==> src/rtl/alu_result_fifo.sv <==
// Result buffer behind the 4-bit ALU: a first-word-fall-through FIFO of {sel, result, carry}
// entries tagged with zero/negative/illegal-op flags, drained over a valid/ready handshake.
module alu_result_fifo #(
  parameter int DATA_W = 4,
  parameter int SEL_W  = 3,
  parameter int DEPTH  = 4
) (
  input  logic                     clk,
  input  logic                     rst_n,
  input  logic                     in_valid,
  output logic                     in_ready,
  input  logic [SEL_W-1:0]         in_sel,
  input  logic [DATA_W-1:0]        in_result,
  input  logic                     in_carry,
  output logic                     out_valid,
  input  logic                     out_ready,
  output logic [SEL_W-1:0]         out_sel,
  output logic [DATA_W-1:0]        out_result,
  output logic                     out_carry,
  output logic                     out_zero,
  output logic                     out_neg,
  output logic                     out_illegal,
  output logic [$clog2(DEPTH):0]   count,
  output logic                     err_illegal,
  input  logic                     clr_err
);

  localparam int PTR_W = $clog2(DEPTH);
  localparam int CNT_W = PTR_W + 1;

  typedef struct packed {
    logic [SEL_W-1:0]  sel;
    logic [DATA_W-1:0] result;
    logic              carry;
    logic              zero;
    logic              neg;
    logic              illegal;
  } entry_t;

  entry_t           r_mem [DEPTH];
  logic [PTR_W-1:0] r_wr_ptr;
  logic [PTR_W-1:0] r_rd_ptr;
  logic [CNT_W-1:0] r_count;
  logic             r_err;

  logic   w_wr_en;
  logic   w_rd_en;
  entry_t w_new;
  entry_t w_head;

  // Handshake status comes from the registered count only, so there is no
  // combinational path from in_valid/out_ready back to in_ready/out_valid.
  assign in_ready  = (r_count != CNT_W'(DEPTH));
  assign out_valid = (r_count != '0);
  assign w_wr_en   = in_valid & in_ready;
  assign w_rd_en   = out_valid & out_ready;

  always_comb begin
    w_new.sel     = in_sel;
    w_new.result  = in_result;
    w_new.carry   = in_carry;
    w_new.zero    = (in_result == '0);
    w_new.neg     = in_result[DATA_W-1];
    w_new.illegal = (in_sel > SEL_W'(4));
  end

  // NOTE: storage carries no reset; every read is qualified by count, so stale
  // contents are never visible and the array can map onto plain registers/RAM.
  always_ff @(posedge clk) begin
    if (w_wr_en) r_mem[r_wr_ptr] <= w_new;
  end

  // NOTE: state is updated with non-blocking assignments so every register sees
  // the pre-edge values of the others, regardless of statement order.
  always_ff @(posedge clk or negedge rst_n) begin
    if (!rst_n) begin
      r_wr_ptr <= '0;
      r_rd_ptr <= '0;
      r_count  <= '0;
      r_err    <= 1'b0;
    end else begin
      if (w_wr_en) r_wr_ptr <= r_wr_ptr + PTR_W'(1);
      if (w_rd_en) r_rd_ptr <= r_rd_ptr + PTR_W'(1);
      case ({w_wr_en, w_rd_en})
        2'b10:   r_count <= r_count + CNT_W'(1);
        2'b01:   r_count <= r_count - CNT_W'(1);
        default: r_count <= r_count;
      endcase
      // An illegal write on the same edge as clr_err keeps the flag set.
      if (w_wr_en && w_new.illegal) r_err <= 1'b1;
      else if (clr_err)             r_err <= 1'b0;
    end
  end

  assign w_head      = r_mem[r_rd_ptr];
  assign count       = r_count;
  assign err_illegal = r_err;

  // NOTE: every output gets a default before the conditional, so no latch is inferred.
  always_comb begin
    out_sel     = '0;
    out_result  = '0;
    out_carry   = 1'b0;
    out_zero    = 1'b0;
    out_neg     = 1'b0;
    out_illegal = 1'b0;
    if (out_valid) begin
      out_sel     = w_head.sel;
      out_result  = w_head.result;
      out_carry   = w_head.carry;
      out_zero    = w_head.zero;
      out_neg     = w_head.neg;
      out_illegal = w_head.illegal;
    end
  end

endmodule
==> config.mk <==
export PLATFORM = sky130hd
export DESIGN_NAME = alu_result_fifo
export DESIGN_NICKNAME = d
export VERILOG_FILES = /design/src/rtl/alu_result_fifo.sv
export SDC_FILE = /design/constraint.sdc
export NUM_CORES = 1
export LEC_CHECK = 0
export BUFFER_PORTS_ARGS = -buffer_cell sky130_fd_sc_hd__buf_2
export CORE_MARGIN = 1
export CORE_UTILIZATION = 33
export CTS_CLUSTER_DIAMETER = 30
export DETAILED_ROUTE_END_ITERATION = 7
export GPL_TIMING_DRIVEN = 0
export HOLD_SLACK_MARGIN = 0.1
export PLACE_DENSITY = 0.61
export REMOVE_ABC_BUFFERS = 1
export SYNTH_ARGS = -nofsm -noshare
export SYNTH_HDL_FRONTEND = slang
export SYNTH_SLANG_ARGS = --single-unit
==> constraint.sdc <==
create_clock -name clk -period 4.55 [get_ports clk]
set_input_delay 0.455 -clock clk [delete_from_list [all_inputs] [get_ports clk]]
set_output_delay 0.455 -clock clk [all_outputs]
set_load 0.05 [all_outputs]
==> flow_summary.json <==
{
  "status": "finished clean",
  "nets": 158,
  "ys.flop_type": "edfxtp_1",
  "grt.total_usage_pct": 12.11,
  "yosysWarnings": 0,
  "start_kind": "register",
  "required_ps": 4090,
  "avgSynthCellArea_sq_um": 18.76,
  "cts_buffer_depth": 2,
  "hold_viol": 0,
  "cts_tree": "built",
  "drt_iter0_markers": 55,
  "synthAdderAreaFrac_pct": 4.154,
  "areaGrowthSynthToFinish_pct": 16.74,
  "clockRootBuffer": "clkbuf_8",
  "yosys-top-cells-area": "edfxtp_1 (60%), mux4_2 (11%), dfrtp_1 (10%)",
  "period_share_pct": 55.69,
  "die_area_sq_um": 6339,
  "ant_nets": 0,
  "dr.pass1.iters": 4,
  "clkSinkCount": 48,
  "die_w_microns": 79.62,
  "viasPerCell": 4.651,
  "drc": 0,
  "max_freq_ghz": 0.3947,
  "top_layer_used": "met4",
  "ys_ff_latch": 48,
  "critPathCaptureType": "output pin",
  "totalWireLength_mm": 3.312,
  "slew_violations": 0,
  "antennaDiodeCount": 0,
  "cpPeakStageDelay_ps": 810,
  "synth_largest_area_cell": "edfxtp_1",
  "synth-xor-area-share_pct": 2.643,
  "top_level_ports": 30,
  "grt_pass1_vias": 1080,
  "yosys.area.top_type_share_pct": 60.42,
  "critPathTopFamily": "flip-flops",
  "htreeDepth": 2,
  "worstPathMaxFanout": 12,
  "die_h_microns": 79.62,
  "core-area_sq_um": 5642,
  "synthCells": 106,
  "drive_gt1_share_pct": 35.00,
  "dr_wl_met2_mm": 1.675,
  "antenna_found_initial": 0,
  "numCtsBuffers": 5,
  "final_util_pct": 41.14,
  "critPathSlowestCell": "dfrtp_1",
  "fin_crit_ps": 2534,
  "grt_start_max_net_pins": 16,
  "hold_ws_ps": 383.6,
  "yosysUniqueCellTypes": 23,
  "finalSetupViolCount": 0,
  "ys_seq_area_share_pct": 70.48,
  "vias": 986,
  "place_congestion": 0.6377,
  "worstSkewPairLatency_ps": 290,
  "synth-async-reset-ratio_pct": 16.67,
  "grt_overflow": 0,
  "hpwl_mm": 2.302,
  "rsz0062_at_grt": "no",
  "portBuffers": 29,
  "mostFrequentLayoutCells": "edfxtp_1 (40), buf_2 (29), and2_1 (11), mux4_2 (10), dfrtp_1 (8)",
  "fillers": 515,
  "ctsResizeCount": 0,
  "timing_worst_setup_path_type": "register to output pin",
  "cp.arrival_ps": 2080,
  "synth_compound_area_share_pct": 0.8181,
  "initial_core_util_pct": 35.24,
  "rows": 27,
  "wl_met3_microns": 125,
  "crit_chain": "mux4_2 -> and2_1 -> buf_2",
  "relSlewSlack_pct": 52.13,
  "hold_class": "primary input to register",
  "worst_slew_pin_slew_ps": 718.0,
  "synthMuxAreaShare_pct": 12.59,
  "final_common_cell": "edfxtp_1",
  "finClkSkew_ps": 8.504,
  "path_clk_slew_ps": 90,
  "path_buf_inv": 1,
  "wl_met1_mm": 1.491,
  "synth_top_family_by_area": "multiplexers",
  "synth_edf_count": 40,
  "syn-cell-area_sq_um": 1988,
  "grt_pass1_wl_mm": 5.547,
  "wl_per_cell_microns": 15.62,
  "maxCapViolCount": 0,
  "yosys.area_share.simple_pct": 6.797,
  "tns_ps": 0
}
## final cells by class
class | instances | area, sq um | area share [%]
Sequential cell | 48 | 1401 | 60.38
Multi-Input combinational cell | 47 | 536.8 | 23.13
Timing Repair Buffer | 30 | 155.1 | 6.685
Tap cell | 72 | 90.09 | 3.881
Clock buffer | 5 | 68.82 | 2.965
Clock inverter | 3 | 42.54 | 1.833
Inverter | 7 | 26.28 | 1.132
## synth_stat cells (2+ instances only)
| master | n |
|---|---|
| and2_1 | 11 |
| and3_1 | 4 |
| buf_4 | 2 |
| dfrtp_1 | 8 |
| edfxtp_1 | 40 |
| ha_1 | 5 |
| inv_1 | 7 |
| mux4_2 | 10 |
| xnor2_1 | 3 |
| xor2_1 | 3 |
## per-stage QoR
step | std cells | setup slack (ps) | instance area, sq um
after CTS | 212 | 1937 | 2321
final | 212 | 2016 | 2321
after global placement | 203 | 2288 | 2200
after floorplan | 102 | 1978 | 1964
after detailed placement | 203 | 2267 | 2200
after global routing | 212 | 1842 | 2321
## timing repair
| item | 4_1_cts | 5_1_grt |
|---|---|---|
| hold buffers | 1 | 0 |
| hold endpoints to repair | 8 | 0 |
| buffers inserted | 0 | 0 |
## routing by layer
layer,vias up,GRT usage (%)
li1,461,-
met1,498,14.77
met2,25,19.91
met3,2,4.343
met4,0,3.818
met5,-,0
## state kept, by name, indices dropped and copies added (netlist names)
name / cells
count: 3
r_mem: 40
r_rd_ptr: 2
r_wr_ptr: 2
err_illegal: 1
## worst paths after layout
check | start | end | slack (ps) | cells after the start
min reg2reg | count[2]$_DFFE_PN0P_ | count[2]$_DFFE_PN0P_ | 510 | 1
max reg2reg | count[0]$_DFFE_PN0P_ | count[2]$_DFFE_PN0P_ | 2290 | 9
max | r_rd_ptr[0]$_DFFE_PN0P_ | out_neg | 2020 | 3
min in group asynchronous | rst_n | r_wr_ptr[1]$_DFFE_PN0P_ | 520 | 2
min | in_carry | r_mem[2][3]$_DFFE_PP_ | 380 | 1
max in group asynchronous | rst_n | count[1]$_DFFE_PN0P_ | 3850 | 2
## cells by family (layout without fill, tap and decap cells)
family	count (synthesis)	count (layout)
xor gates and xnor gates	6	6
DFF	48	48
and+or+nand+nor	21	21
muxes	12	12
adders and majority gates	6	6
AOI/OAI and AO/OA	2	2
buffers and inverters	11	45
## worst register-to-register path, cell delays in order (launching register included)
cell and delay (ps):
dfrtp_1 440, or3b_4 450, and2_4 190, inv_1 60
ha_1 190, inv_1 60, fa_1 380, xor2_1 160
nor2_1 110, xor2_1 150
Power is left out: the tool's default activity adds up to more than one toggle a clock period on the data nets, which glitch-free logic cannot reach.
